===== src/rtl/antirrebote_multicanal_if.sv =====
// Pin-side bundle of the multichannel debouncer: raw inputs in, clean levels and pulses out.
interface antirrebote_multicanal_if #(
    parameter int unsigned N_CANALES = 4
);
    logic [N_CANALES-1:0] senal_entrada;
    logic [N_CANALES-1:0] salida_limpia;
    logic [N_CANALES-1:0] flanco_subida;
    logic [N_CANALES-1:0] flanco_bajada;
    logic [N_CANALES-1:0] pulsacion_larga;

    modport master (
        output senal_entrada,
        input  salida_limpia,
        input  flanco_subida,
        input  flanco_bajada,
        input  pulsacion_larga
    );

    modport slave (
        input  senal_entrada,
        output salida_limpia,
        output flanco_subida,
        output flanco_bajada,
        output pulsacion_larga
    );
endinterface


===== src/rtl/antirrebote_multicanal.sv =====
// N-channel push-button debouncer: 2-FF synchroniser, stability counter, edge pulses and
// a once-per-press long-hold pulse per channel.
module antirrebote_multicanal #(
    parameter int unsigned         N_CANALES      = 4,
    parameter int unsigned         CICLOS_ESTABLE = 5,
    parameter int unsigned         CICLOS_LARGO   = 1000,
    parameter logic [N_CANALES-1:0] ACTIVO_BAJO   = '0
) (
    input  logic                     clk,
    input  logic                     rst_n,
    antirrebote_multicanal_if.slave  bus
);

    localparam int unsigned CNT_W = $clog2(CICLOS_ESTABLE + 1);
    localparam logic [CNT_W-1:0] CNT_ULT = CNT_W'(CICLOS_ESTABLE - 1);

    logic [N_CANALES-1:0] s1_q, s1_d;
    logic [N_CANALES-1:0] s2_q, s2_d;
    logic [N_CANALES-1:0] limpia_q, limpia_d;
    logic [N_CANALES-1:0] subida_q, subida_d;
    logic [N_CANALES-1:0] bajada_q, bajada_d;
    logic [N_CANALES-1:0] larga_q;
    logic [CNT_W-1:0]     cnt_q [N_CANALES];
    logic [CNT_W-1:0]     cnt_d [N_CANALES];

    // Synchroniser, stability counter and edge detection for every channel
    always_comb begin
        s1_d     = bus.senal_entrada ^ ACTIVO_BAJO;
        s2_d     = s1_q;
        limpia_d = limpia_q;
        for (int i = 0; i < int'(N_CANALES); i++) begin
            cnt_d[i] = '0;
            if (s2_q[i] != limpia_q[i]) begin
                if (cnt_q[i] == CNT_ULT) begin
                    limpia_d[i] = s2_q[i];
                end else begin
                    cnt_d[i] = cnt_q[i] + CNT_W'(1);
                end
            end
        end
        subida_d = limpia_d & ~limpia_q;
        bajada_d = ~limpia_d & limpia_q;
    end

    always_ff @(posedge clk or negedge rst_n) begin
        if (!rst_n) begin
            s1_q     <= '0;
            s2_q     <= '0;
            limpia_q <= '0;
            subida_q <= '0;
            bajada_q <= '0;
            for (int i = 0; i < int'(N_CANALES); i++) begin
                cnt_q[i] <= '0;
            end
        end else begin
            s1_q     <= s1_d;
            s2_q     <= s2_d;
            limpia_q <= limpia_d;
            subida_q <= subida_d;
            bajada_q <= bajada_d;
            for (int i = 0; i < int'(N_CANALES); i++) begin
                cnt_q[i] <= cnt_d[i];
            end
        end
    end

    generate
        if (CICLOS_LARGO > 0) begin : g_larga
            localparam int unsigned HC_W = $clog2(CICLOS_LARGO + 1);
            localparam logic [HC_W-1:0] HC_MAX = HC_W'(CICLOS_LARGO);

            logic [HC_W-1:0]      hc_q [N_CANALES];
            logic [HC_W-1:0]      hc_d [N_CANALES];
            logic [N_CANALES-1:0] larga_d;

            // Saturating hold counter; cleared whenever the clean level is or becomes 0
            always_comb begin
                larga_d = '0;
                for (int i = 0; i < int'(N_CANALES); i++) begin
                    hc_d[i] = hc_q[i];
                    if (!limpia_q[i] || !limpia_d[i]) begin
                        hc_d[i] = '0;
                    end else if (hc_q[i] != HC_MAX) begin
                        hc_d[i]    = hc_q[i] + HC_W'(1);
                        larga_d[i] = (hc_q[i] == HC_MAX - HC_W'(1));
                    end
                end
            end

            always_ff @(posedge clk or negedge rst_n) begin
                if (!rst_n) begin
                    larga_q <= '0;
                    for (int i = 0; i < int'(N_CANALES); i++) begin
                        hc_q[i] <= '0;
                    end
                end else begin
                    larga_q <= larga_d;
                    for (int i = 0; i < int'(N_CANALES); i++) begin
                        hc_q[i] <= hc_d[i];
                    end
                end
            end
        end else begin : g_sin_larga
            assign larga_q = '0;
        end
    endgenerate

    assign bus.salida_limpia   = limpia_q;
    assign bus.flanco_subida   = subida_q;
    assign bus.flanco_bajada   = bajada_q;
    assign bus.pulsacion_larga = larga_q;

endmodule


===== src/flat_wrapper.sv =====
// flat-port wrapper written by rule: the top's interface ports become plain ports
module antirrebote_multicanal_flat 
#(
    parameter int unsigned         N_CANALES      = 4,
    parameter int unsigned         CICLOS_ESTABLE = 5,
    parameter int unsigned         CICLOS_LARGO   = 1000,
    parameter logic [N_CANALES-1:0] ACTIVO_BAJO   = '0
)
  (clk, rst_n, bus_senal_entrada, bus_salida_limpia, bus_flanco_subida, bus_flanco_bajada, bus_pulsacion_larga);
  antirrebote_multicanal_if #(.N_CANALES(N_CANALES)) bus_i ();
  input  logic clk;
  input  logic rst_n;
  input wire logic [$bits(bus_i.senal_entrada)-1:0] bus_senal_entrada;
  output wire logic [$bits(bus_i.salida_limpia)-1:0] bus_salida_limpia;
  output wire logic [$bits(bus_i.flanco_subida)-1:0] bus_flanco_subida;
  output wire logic [$bits(bus_i.flanco_bajada)-1:0] bus_flanco_bajada;
  output wire logic [$bits(bus_i.pulsacion_larga)-1:0] bus_pulsacion_larga;
  assign bus_i.senal_entrada = bus_senal_entrada;
  assign bus_salida_limpia = bus_i.salida_limpia;
  assign bus_flanco_subida = bus_i.flanco_subida;
  assign bus_flanco_bajada = bus_i.flanco_bajada;
  assign bus_pulsacion_larga = bus_i.pulsacion_larga;
  antirrebote_multicanal #(.N_CANALES(N_CANALES), .CICLOS_ESTABLE(CICLOS_ESTABLE), .CICLOS_LARGO(CICLOS_LARGO), .ACTIVO_BAJO(ACTIVO_BAJO)) u_core (.clk(clk), .rst_n(rst_n), .bus(bus_i));
endmodule

===== config.mk =====
export PLATFORM = sky130hd
export DESIGN_NAME = antirrebote_multicanal_flat
export DESIGN_NICKNAME = d
export VERILOG_FILES = /design/src/rtl/antirrebote_multicanal_if.sv /design/src/rtl/antirrebote_multicanal.sv /design/src/flat_wrapper.sv
export SDC_FILE = /design/constraint.sdc
export NUM_CORES = 1
export LEC_CHECK = 0
export BUFFER_PORTS_ARGS = -buffer_cell sky130_fd_sc_hd__buf_2
export CAP_MARGIN = 20
export CORE_MARGIN = 3
export CORE_UTILIZATION = 40
export DETAILED_ROUTE_END_ITERATION = 8
export SLEW_MARGIN = 20
export SYNTH_ARGS = -nofsm -noshare
export SYNTH_HDL_FRONTEND = slang
export SYNTH_SLANG_ARGS = --single-unit

===== constraint.sdc =====
create_clock -name clk -period 1.55 [get_ports clk]
set_input_delay 0 -clock clk [delete_from_list [all_inputs] [get_ports clk]]
set_output_delay 0 -clock clk [all_outputs]
set_load 0.01 [all_outputs]

# Yosys cells after proc, flatten, opt, wreduce, memory -nomap -nowiden
# Cells that the tools add are included.
# classes
n_addsub	8
n_eq_ne	16
n_mux	32
bitwise	4
n_reduce_logical	16
# op_table
cell	count
2-to-1 mux 10 bit	8
adder 10 x 1 -> 10 bit (second input constant)	4
equality test 10 bit (second input constant)	4
inequality test 10 bit (second input constant)	4
2-to-1 mux 3 bit	8
2-to-1 mux 1 bit	16
adder 3 x 1 -> 3 bit (second input constant)	4
equality test 3 bit (second input constant)	4
AND 4 bit	2
logical NOT 1 bit	8
NOT 4 bit	2
nonzero test 2 bit	4
logical OR 1 bit	4
inequality test 1 bit	4
# totals
reg_bits	76
input_bits	6
word_cells	90

# Longest topological paths before layout
# Gate-level depths: netlist (run 1).
# depth
depth_word	6
ltp_mapped	5

# Least setup slack after synthesis (run 1)
# Ideal clock, no wire load.
# synth_timing
kind	flip-flop to flip-flop
startpoint	reg u_core.g_larga.hc_q[0] in the netlist's numbering
endpoint	reg u_core.g_larga.hc_q[8] in the netlist's numbering
arrival_ns	1.294
t_required_ns	1.472
setup_slack_ns	0.179
stages_incl_launch_ff	5
period_less_slack_ns	1.371
cell_sequence	dfrtp_1 > ha_1 > inv_1 > or4_1 > a21oi_1
# synth_between
elab_chain_len	3
# synth_rtl
element	line	text
start, declared	antirrebote_multicanal.sv:72	logic [HC_W-1:0] hc_q [N_CANALES];
start signal, assigned by index	antirrebote_multicanal.sv:99	hc_q[i] <= hc_d[i];
adder 10 x 1 -> 10 bit	antirrebote_multicanal.sv:84	hc_d[i] = hc_q[i] + HC_W'(1);
2-to-1 mux 10 bit	antirrebote_multicanal.sv:83	end else if (hc_q[i] != HC_MAX) begin
2-to-1 mux 10 bit	antirrebote_multicanal.sv:81	if (!limpia_q[i] || !limpia_d[i]) begin
# Several ways; a longest one is shown, not always the timed one. The select of a mux whose other input is x is not followed.
# A chain may end at the register's enable or synchronous reset.

# Worst setup path after layout (run 1)
# layout_timing
startpoint	reg u_core.g_larga.hc_q[1] in the netlist's numbering
endpoint	reg u_core.g_larga.hc_q[8] in the netlist's numbering
# The elaborated chain is that of the path after synthesis.

==> reports/results.ini, run 1 <==
[sta]
fmax_mhz=694
slew_headroom=0.709
period_share=0.930
period_needed_ns=1.44
rsz0062_at_grt=false
finClkSkew_ns=0.00977
fin_setup_tns_ns=0
hold_violations=0
tightestPinTransition_ns=0.432
drv_slew=0
setup_viol=0

[critical_path]
crit_required_ns=1.82
crit_path_max_fanout=5
crit_buf_inv=1
critical_path_class=flop to flop
startpoint_type=flop
crit_arrival_ns=1.71
worstSetupEndpointType=flop
path_delay_family=simple AND/OR/NAND/NOR gates
max_stage_delay_ns=0.52
regToRegSetupSlack_ns=0.11
slowest_stage=or4_1
crit_chain=ha_2, inv_1, or4_1, a21oi_1

[final_layout]
mostFrequentLayoutCells=76 x dfrtp_1, 30 x nand3_1, 25 x inv_1, 24 x nand2_1, 22 x a21oi_1
nets=402
drive_above_1_share=0.177
area_growth_pct=18.1
final_common_cell=dfrtp_1
fin_area_um2=4200
antenna_cells=0

[clock_network]
cts_max_level=3
clock_path_buffers=2
cts_made_buffers=9
worstSkewPairLatency_ns=0.34
clkSlewWorstSetupHoldPaths_ns=0.08
cts.sinks=76
cts-root-buf=clkbuf_8
tritoncts=yes

[min_path]
hold_class=primary input to asynchronous set/reset pin

[power_and_ir_drop]
p_clk_frac=0.314
p_leak_nw=1.74
p_seq_frac=0.465
p_int_w=0.00373
combPwrFrac=0.221
irDropWorstVdd_uv=696
netSwitchingPower_w=0.00172
powerDensity_nw_per_um2=1300
switching_share=0.316

[logic_synthesis]
synth_edf_count=0
synth_ff_type=dfrtp_1
synthTopCellsByArea=dfrtp_1 53%, ha_1 5.6%, nand3_1 4.2%
synth_top_area_frac=0.534
syn_avg_cell_area_um2=10.7
ys_warn_count=0
yosysTopAreaCell=dfrtp_1
syn-num-nets=354
ys_seq_elements=76
synthArstFlopShare=1.00
synth.distinct_cells=32
synth_cells=332
yosysSeqAreaShare=0.534
syn_area_um2=3560

[routing]
drtIter0Drc=116
route.detailed.drc=0
num_vias=2569
first_pass_iters=4
wl_per_cell_um=12.9
wl_um=6300
antenna_left=0
viasPerCell=5.24

[floorplanning]
top_level_ports=22
fp.dieW_um=100
die_h_um=100
die-area_um2=10100
num_rows=33
coreArea_um2=8420
start_util=0.423

[placed_design]
place_congestion=0.760
hpwl_um=4280
io_buffers=21
dpl_cell_area_um2=3890

[grt]
grt_pass1_vias=2492
grt_overflow=0
antenna_found_initial=0
grt_max_degree=38
grt_pass1_wl_um=11000
track_usage=0.134

[run_status]
outcome=finished clean

[job]
max_cap_viol_count=0

## layout make-up
type                            instances  area [µm²]
Fill cell                             772        4220
Sequential cell                        76        1900
Multi-Input combinational cell        227        1560
Timing Repair Buffer                   41         283
Clock buffer                           10         138
Tap cell                              105         131
Clock inverter                          6        93.8
Inverter                               25        93.8
## logic make-up after synthesis
logic type,count (synthesis),synth area share
AO/OA/AOI/OAI,49,0.0808
adder cells (fa/ha/maj),16,0.0562
buffers and inverters,29,0.0327
XOR/XNOR,12,0.0295
flip-flops,76,0.534
AND/OR/NAND/NOR,136,0.226
multiplexers,14,0.0408
## sequential cells by signal, indices dropped and copies added, names as in the netlist
register and cells:
u_core.bus.flanco_subida 4, u_core.bus.pulsacion_larga 4, u_core.cnt_q 12, u_core.g_larga.hc_q 40
u_core.bus.flanco_bajada 4, u_core.bus.salida_limpia 4, u_core.s2_q 4, u_core.s1_q 4
## through the flow
stage	util	power (W)	hold slack, ns	worst slack (ns)	cells
2_1_floorplan	-	0.00335	-0.296	0.179	332
3_3_place_gp	0.462	0.00371	-0.0910	0.120	468
3_5_place_dp	0.462	0.00376	-0.0928	0.0927	468
4_1_cts	0.496	0.00552	0.0837	0.0776	489
5_1_grt	0.499	0.00585	0.0948	0.00520	490
6_report	0.499	0.00545	0.0867	0.108	490
## per-layer routing
layer,global-route usage,vias to the layer above,wire (µm)
met1,0.167,1260,3060
met4,0.0404,0,51
li1,-,1278,-
met3,0.0410,6,184
met2,0.222,25,3010
met5,0,-,0
## worst reg2reg max path, delay by kind of cell (launching register included)
family | cells | cell delay (ns)
simple gates | 1 | 0.52
flops | 1 | 0.41
fa+ha+maj | 1 | 0.22
compound gates | 1 | 0.14
buf+inv | 1 | 0.08
## power by group through the flow
stage          clock, W  sequential [W]  combinational [W]
6_report        0.00171         0.00253            0.00121
5_1_grt         0.00186         0.00260            0.00139
4_1_cts         0.00178         0.00253            0.00121
3_5_place_dp          0         0.00256            0.00119
3_3_place_gp          0         0.00255            0.00115
2_1_floorplan         0         0.00248           0.000870
## cell usage after synthesis (3+ instances only)
cell type,count
or3_1,9
xnor2_1,4
nand4_1,3
ha_1,16
mux2_2,4
nor2b_1,4
nand2_1,24
xor2_1,8
nand3b_1,7
nor3b_1,9
a21oi_1,22
or4_1,12
nand3_1,30
nor4_2,4
nand4b_1,4
nor4_1,4
clkbuf_1,3
o21ai_0,8
a211oi_1,3
inv_1,25
nor2_1,16
dfrtp_1,76
mux2i_1,10
o22ai_1,4
nand2b_1,5
o31ai_1,12
## final timing paths
| path | from | cells after the start | endpoint |
|---|---|---|---|
| max | u_core.g_larga.hc_q[1] | 4 | u_core.g_larga.hc_q[8] |
| min | rst_n | 2 | u_core.cnt_q[0] |
| max reg2reg | u_core.g_larga.hc_q[1] | 4 | u_core.g_larga.hc_q[8] |
| min reg2reg | u_core.s1_q[3] | 0 | u_core.s2_q[3] |
| max in group asynchronous | rst_n | 3 | u_core.cnt_q[3] |
| min in group clk | bus_senal_entrada[2] | 2 | u_core.s1_q[2] |
## timing repair
item / CTS / global route
endpoints found under the hold margin: 80 / 0
setup endpoints to repair: 0 / 4
gates resized for setup: 0 / 4
hold buffers: 5 / 0
setup buffers: 0 / 1
Note: power is estimated with default switching activity, not from simulation.
==> inputs of run 2 (changes only) <==
--- a/config.mk
+++ b/config.mk
@@ -7,9 +7,13 @@
 export LEC_CHECK = 0
 export BUFFER_PORTS_ARGS = -buffer_cell sky130_fd_sc_hd__buf_2
 export CAP_MARGIN = 20
+export CELL_PAD_IN_SITES_DETAIL_PLACEMENT = 0
+export CELL_PAD_IN_SITES_GLOBAL_PLACEMENT = 2
 export CORE_MARGIN = 3
 export CORE_UTILIZATION = 40
 export DETAILED_ROUTE_END_ITERATION = 8
+export PLACE_DENSITY_LB_ADDON = 0.1
+export SKIP_LAST_GASP = 1
 export SLEW_MARGIN = 20
 export SYNTH_ARGS = -nofsm -noshare
 export SYNTH_HDL_FRONTEND = slang
==> reports/results.ini, run 2 (same netlist as run 1, synthesis figures left out) <==
[floorplanning]
num_rows=33
top_level_ports=22
fp.dieW_um=100
start_util=0.423
die_h_um=100
die-area_um2=10100
coreArea_um2=8420

[sta]
slew_headroom=0.685
tightestPinTransition_ns=0.473
period_share=0.935
fmax_mhz=690
finalWorstSetupSlack_ns=0.100
hold_violations=0
finClkSkew_ns=0.0113
fin_setup_tns_ns=0
setup_viol=0
period_needed_ns=1.45
drv_slew=0
rsz0062_at_grt=true

[run_status]
outcome=finished clean

[grt]
grt_overflow=0
grt_max_degree=37
grt_pass1_vias=2459
grt_pass1_wl_um=11400
antenna_found_initial=0
track_usage=0.141

[power_and_ir_drop]
switching_share=0.311
p_leak_nw=1.77
netSwitchingPower_w=0.00167
p_clk_frac=0.310
combPwrFrac=0.217
irDropWorstVdd_uv=651
p_int_w=0.00370
p_seq_frac=0.473
powerDensity_nw_per_um2=1270
total_power_w=0.00538

[critical_path]
critical_path_class=flop to flop
crit_arrival_ns=1.71
slowest_stage=dfrtp_1
reg2reg_depth=3
timing.rr.end=u_core.g_larga.hc_q[29]
worstSetupEndpointType=flop
crit_path_max_fanout=6
max_stage_delay_ns=0.48
startpoint_type=flop
crit_chain=nand3_1, or4_1, a21oi_1
regToRegSetupSlack_ns=0.10
critPathCapture=u_core.g_larga.hc_q[29]
crit_required_ns=1.81
cp-startpoint=u_core.g_larga.hc_q[22]
reg2reg_from=u_core.g_larga.hc_q[22]

[clock_network]
cts.sinks=76
clkSlewWorstSetupHoldPaths_ns=0.08
cts_made_buffers=9
tritoncts=yes
clock_path_buffers=2
cts-root-buf=clkbuf_8
worstSkewPairLatency_ns=0.35
cts_max_level=3

[final_layout]
largest_register_ffs=40
mostFrequentLayoutCells=76 x dfrtp_1, 30 x nand3_1, 25 x inv_1, 23 x nand2_1, 22 x a21oi_1
final_common_cell=dfrtp_1
reg_top3=u_core.g_larga.hc_q x40, u_core.cnt_q x12
postLayoutCoreUtil=0.503
drive_above_1_share=0.187
antenna_cells=0
area_growth_pct=19.0
nets=408
top_register=u_core.g_larga.hc_q
instances_no_fill=496

[placed_design]
place_congestion=0.736
dp_slack_ns=0.0795
io_buffers=21
hpwl_um=4490
placed_cells=473

[routing]
wl_um=6450
route.detailed.drc=0
drtIter0Drc=84
viasPerCell=5.18
num_vias=2567
wl_per_cell_um=13.0
first_pass_iters=4
antenna_left=0

[min_path]
hold_class=primary input to asynchronous set/reset pin

[job]
max_cap_viol_count=0

[run 2: changes by cell type in the layout (fill, tap and decap cells not counted)]
cell / previous run / this run
nand2_2: 1 / 2
clkinv_2: 0 / 1
ha_2: 1 / 2
clkbuf_1: 0 / 2
ha_4: 1 / 0
nor4_4: 0 / 1
clkinv_4: 1 / 0
nand2_1: 24 / 23
nor4_2: 5 / 4
inv_6: 2 / 0
buf_4: 15 / 21
[run 2: what timing repair did]
| action | 4_1_cts | 5_1_grt |
|---|---|---|
| setup endpoints to repair | 0 | 7 |
| hold endpoints to repair | 58 | 0 |
| gates resized for setup | 0 | 5 |
| hold buffers | 5 | 0 |
| setup buffers | 0 | 2 |
[run 2: worst min path at each step]
| stage | startpoint | to | slack [ns] |
|---|---|---|---|
| 2_1_floorplan | rst_n | u_core.bus.flanco_bajada[0] | -0.30 |
| 3_3_place_gp | rst_n | u_core.bus.flanco_subida[3] | -0.0009 |
| 3_5_place_dp | rst_n | u_core.bus.flanco_bajada[3] | -0.004 |
| 4_1_cts | rst_n | u_core.bus.flanco_bajada[3] | 0.15 |
| 5_1_grt | rst_n | u_core.bus.flanco_bajada[3] | 0.18 |
| 6_report | rst_n | u_core.bus.flanco_bajada[3] | 0.14 |
[run 2: through the flow]
step / hold WS (ns) / area [µm²]
after floorplan: -0.296 / 3560
after global placement: -0.000870 / 3930
after detailed placement: -0.00379 / 3930
after CTS: 0.154 / 4200
after global routing: 0.177 / 4240
final: 0.141 / 4240
[run 2: final cells by class]
| class | count | area (µm²) |
|---|---|---|
| Clock buffer | 12 | 145 |
| Clock inverter | 4 | 72.6 |
| Fill cell | 790 | 4190 |
| Inverter | 25 | 93.8 |
| Multi-Input combinational cell | 227 | 1560 |
| Sequential cell | 76 | 1900 |
| Tap cell | 105 | 131 |
| Timing Repair Buffer | 47 | 328 |
[run 2: metal layers]
layer,share of wire,GRT usage
met1,0.49,0.195
met2,0.46,0.210
met3,0.032,0.0389
met4,0.016,0.0560
met5,0,0
[run 2: worst max-delay path, delay by kind of cell, from the launching register on]
kind             cells  cell delay [ns]
AO/OA/AOI/OAI        1             0.17
AND/OR/NAND/NOR      2             0.72
flip-flops           1             0.48
[run 2: power groups by stage]
| stage | Clock (W) | Combinational (W) | Sequential, W |
|---|---|---|---|
| finish | 0.00167 | 0.00117 | 0.00254 |
| global route | 0.00181 | 0.00136 | 0.00259 |
| CTS | 0.00173 | 0.00116 | 0.00254 |
| detailed placement | 0 | 0.00115 | 0.00258 |
| global placement | 0 | 0.00115 | 0.00258 |
| floorplan | 0 | 0.000870 | 0.00248 |
==> inputs of run 3 (changes only) <==
--- a/config.mk
+++ b/config.mk
@@ -12,6 +12,7 @@
 export CORE_MARGIN = 3
 export CORE_UTILIZATION = 40
 export DETAILED_ROUTE_END_ITERATION = 8
+export MAX_ROUTING_LAYER = met4
 export PLACE_DENSITY_LB_ADDON = 0.1
 export SKIP_LAST_GASP = 1
 export SLEW_MARGIN = 20
==> reports/results.ini, run 3 (same netlist as run 1, synthesis figures left out) <==
[sta]
holdWs_ns=0.140
finalWorstSetupSlack_ns=0.0990
finClkSkew_ns=0.0111
tightestPinTransition_ns=0.467
slew_headroom=0.688
period_share=0.936
drv_slew=0
setup_viol=0
rsz0062_at_grt=true
period_needed_ns=1.45
hold_violations=0
fmax_mhz=689

[critical_path]
reg2reg_depth=3
reg2reg_from=u_core.g_larga.hc_q[22]
worstSetupEndpointType=flop
crit_arrival_ns=1.71
slowest_stage=dfrtp_1
crit_path_max_fanout=6
max_stage_delay_ns=0.48
crit_chain=nand3_1, or4_1, a21oi_1
regToRegSetupSlack_ns=0.1
crit_buf_inv=0
path_delay_family=simple AND/OR/NAND/NOR gates
critical_path_class=flop to flop
timing.rr.end=u_core.g_larga.hc_q[29]
startpoint_type=flop
crit_required_ns=1.81

[placed_design]
dpl_cell_area_um2=3930
hpwl_um=4490
placed_cells=473
dp_slack_ns=0.0795
place_congestion=0.745
io_buffers=21

[routing]
num_vias=2558
drtIter0Drc=92
antenna_left=0
wl_um=6430
route.detailed.drc=0
viasPerCell=5.16
wl_per_cell_um=13.0
first_pass_iters=4

[final_layout]
nets=408
final_common_cell=dfrtp_1
antenna_cells=0
area_growth_pct=19.0
instances_no_fill=496
multiInputGateArea_um2=1560
largest_register_ffs=40
final-seq-area_um2=1900
top_register=u_core.g_larga.hc_q
drive_above_1_share=0.187
fin_area_um2=4240
reg_top3=u_core.g_larga.hc_q x40, u_core.cnt_q x12
mostFrequentLayoutCells=76 x dfrtp_1, 30 x nand3_1, 25 x inv_1, 23 x nand2_1, 22 x a21oi_1
fillers=790

[min_path]
hold_class=primary input to asynchronous set/reset pin

[power_and_ir_drop]
irDropWorstVdd_uv=650
powerDensity_nw_per_um2=1270
p_leak_nw=1.77

[floorplanning]
coreArea_um2=8420
top_level_ports=22
die-area_um2=10100
num_rows=33
die_h_um=100
fp.dieW_um=100
start_util=0.423

[grt]
grt_pass1_wl_um=11400
grt_pass1_vias=2460
antenna_found_initial=0
grt_max_degree=37
grt_overflow=0
track_usage=0.145

[clock_network]
cts-root-buf=clkbuf_8
tritoncts=yes
clock_path_buffers=2
cts.sinks=76
worstSkewPairLatency_ns=0.34
clkSlewWorstSetupHoldPaths_ns=0.08
cts_made_buffers=9
cts_max_level=3

[job]
max_cap_viol_count=0

[run_status]
outcome=finished clean

[run 3: cell counts in the layout (fill, tap and decap cells not counted)]
Identical to the previous run, type by type.
[run 3: what timing repair did]
action | 4_1_cts | 5_1_grt
resized for setup | 0 | 5
hold endpoints to repair | 58 | 0
setup buffers | 0 | 2
hold buffers | 5 | 0
endpoints found under the setup margin | 0 | 7
[run 3: power by group]
group          internal, W  total (W)  switching, W  leakage [nW]
logic             0.000517    0.00117      0.000648         0.636
clock network     0.000950    0.00167      0.000715         0.107
registers          0.00224    0.00254      0.000308          1.02
[run 3: cell type report]
class	count	area share
Clock buffer	12	0.0343
Clock inverter	4	0.0171
Tap cell	105	0.0310
Sequential cell	76	0.449
Multi-Input combinational cell	227	0.369
Timing Repair Buffer	47	0.0774
Inverter	25	0.0222
[run 3: how the worst max path moves through the flow]
stage                            start                       to  slack (ns)  cells after the start
4_1_cts         u_core.g_larga.hc_q[0]   u_core.g_larga.hc_q[8]        0.07                      4
3_5_place_dp    u_core.g_larga.hc_q[0]   u_core.g_larga.hc_q[8]        0.08                      4
3_3_place_gp    u_core.g_larga.hc_q[0]   u_core.g_larga.hc_q[8]        0.11                      4
6_report       u_core.g_larga.hc_q[22]  u_core.g_larga.hc_q[29]         0.1                      3
2_1_floorplan   u_core.g_larga.hc_q[0]   u_core.g_larga.hc_q[8]        0.18                      4
5_1_grt         u_core.g_larga.hc_q[1]   u_core.g_larga.hc_q[8]       -0.01                      4
[run 3: metal layers]
| layer | global-route usage | wire length, µm | part of all wire |
|---|---|---|---|
| met5 | - | 0 | 0 |
| met3 | 0.0368 | 202 | 0.031 |
| met2 | 0.210 | 2970 | 0.46 |
| met4 | 0.0560 | 92 | 0.014 |
| met1 | 0.195 | 3160 | 0.49 |
[run 3: through the flow]
step / utilization / TNS [ns] / total power [W]
after floorplan: - / 0 / 0.00335
after global placement: 0.467 / 0 / 0.00372
after detailed placement: 0.467 / 0 / 0.00373
after CTS: 0.499 / 0 / 0.00543
after global routing: 0.503 / -0.0101 / 0.00576
final: 0.503 / 0 / 0.00537
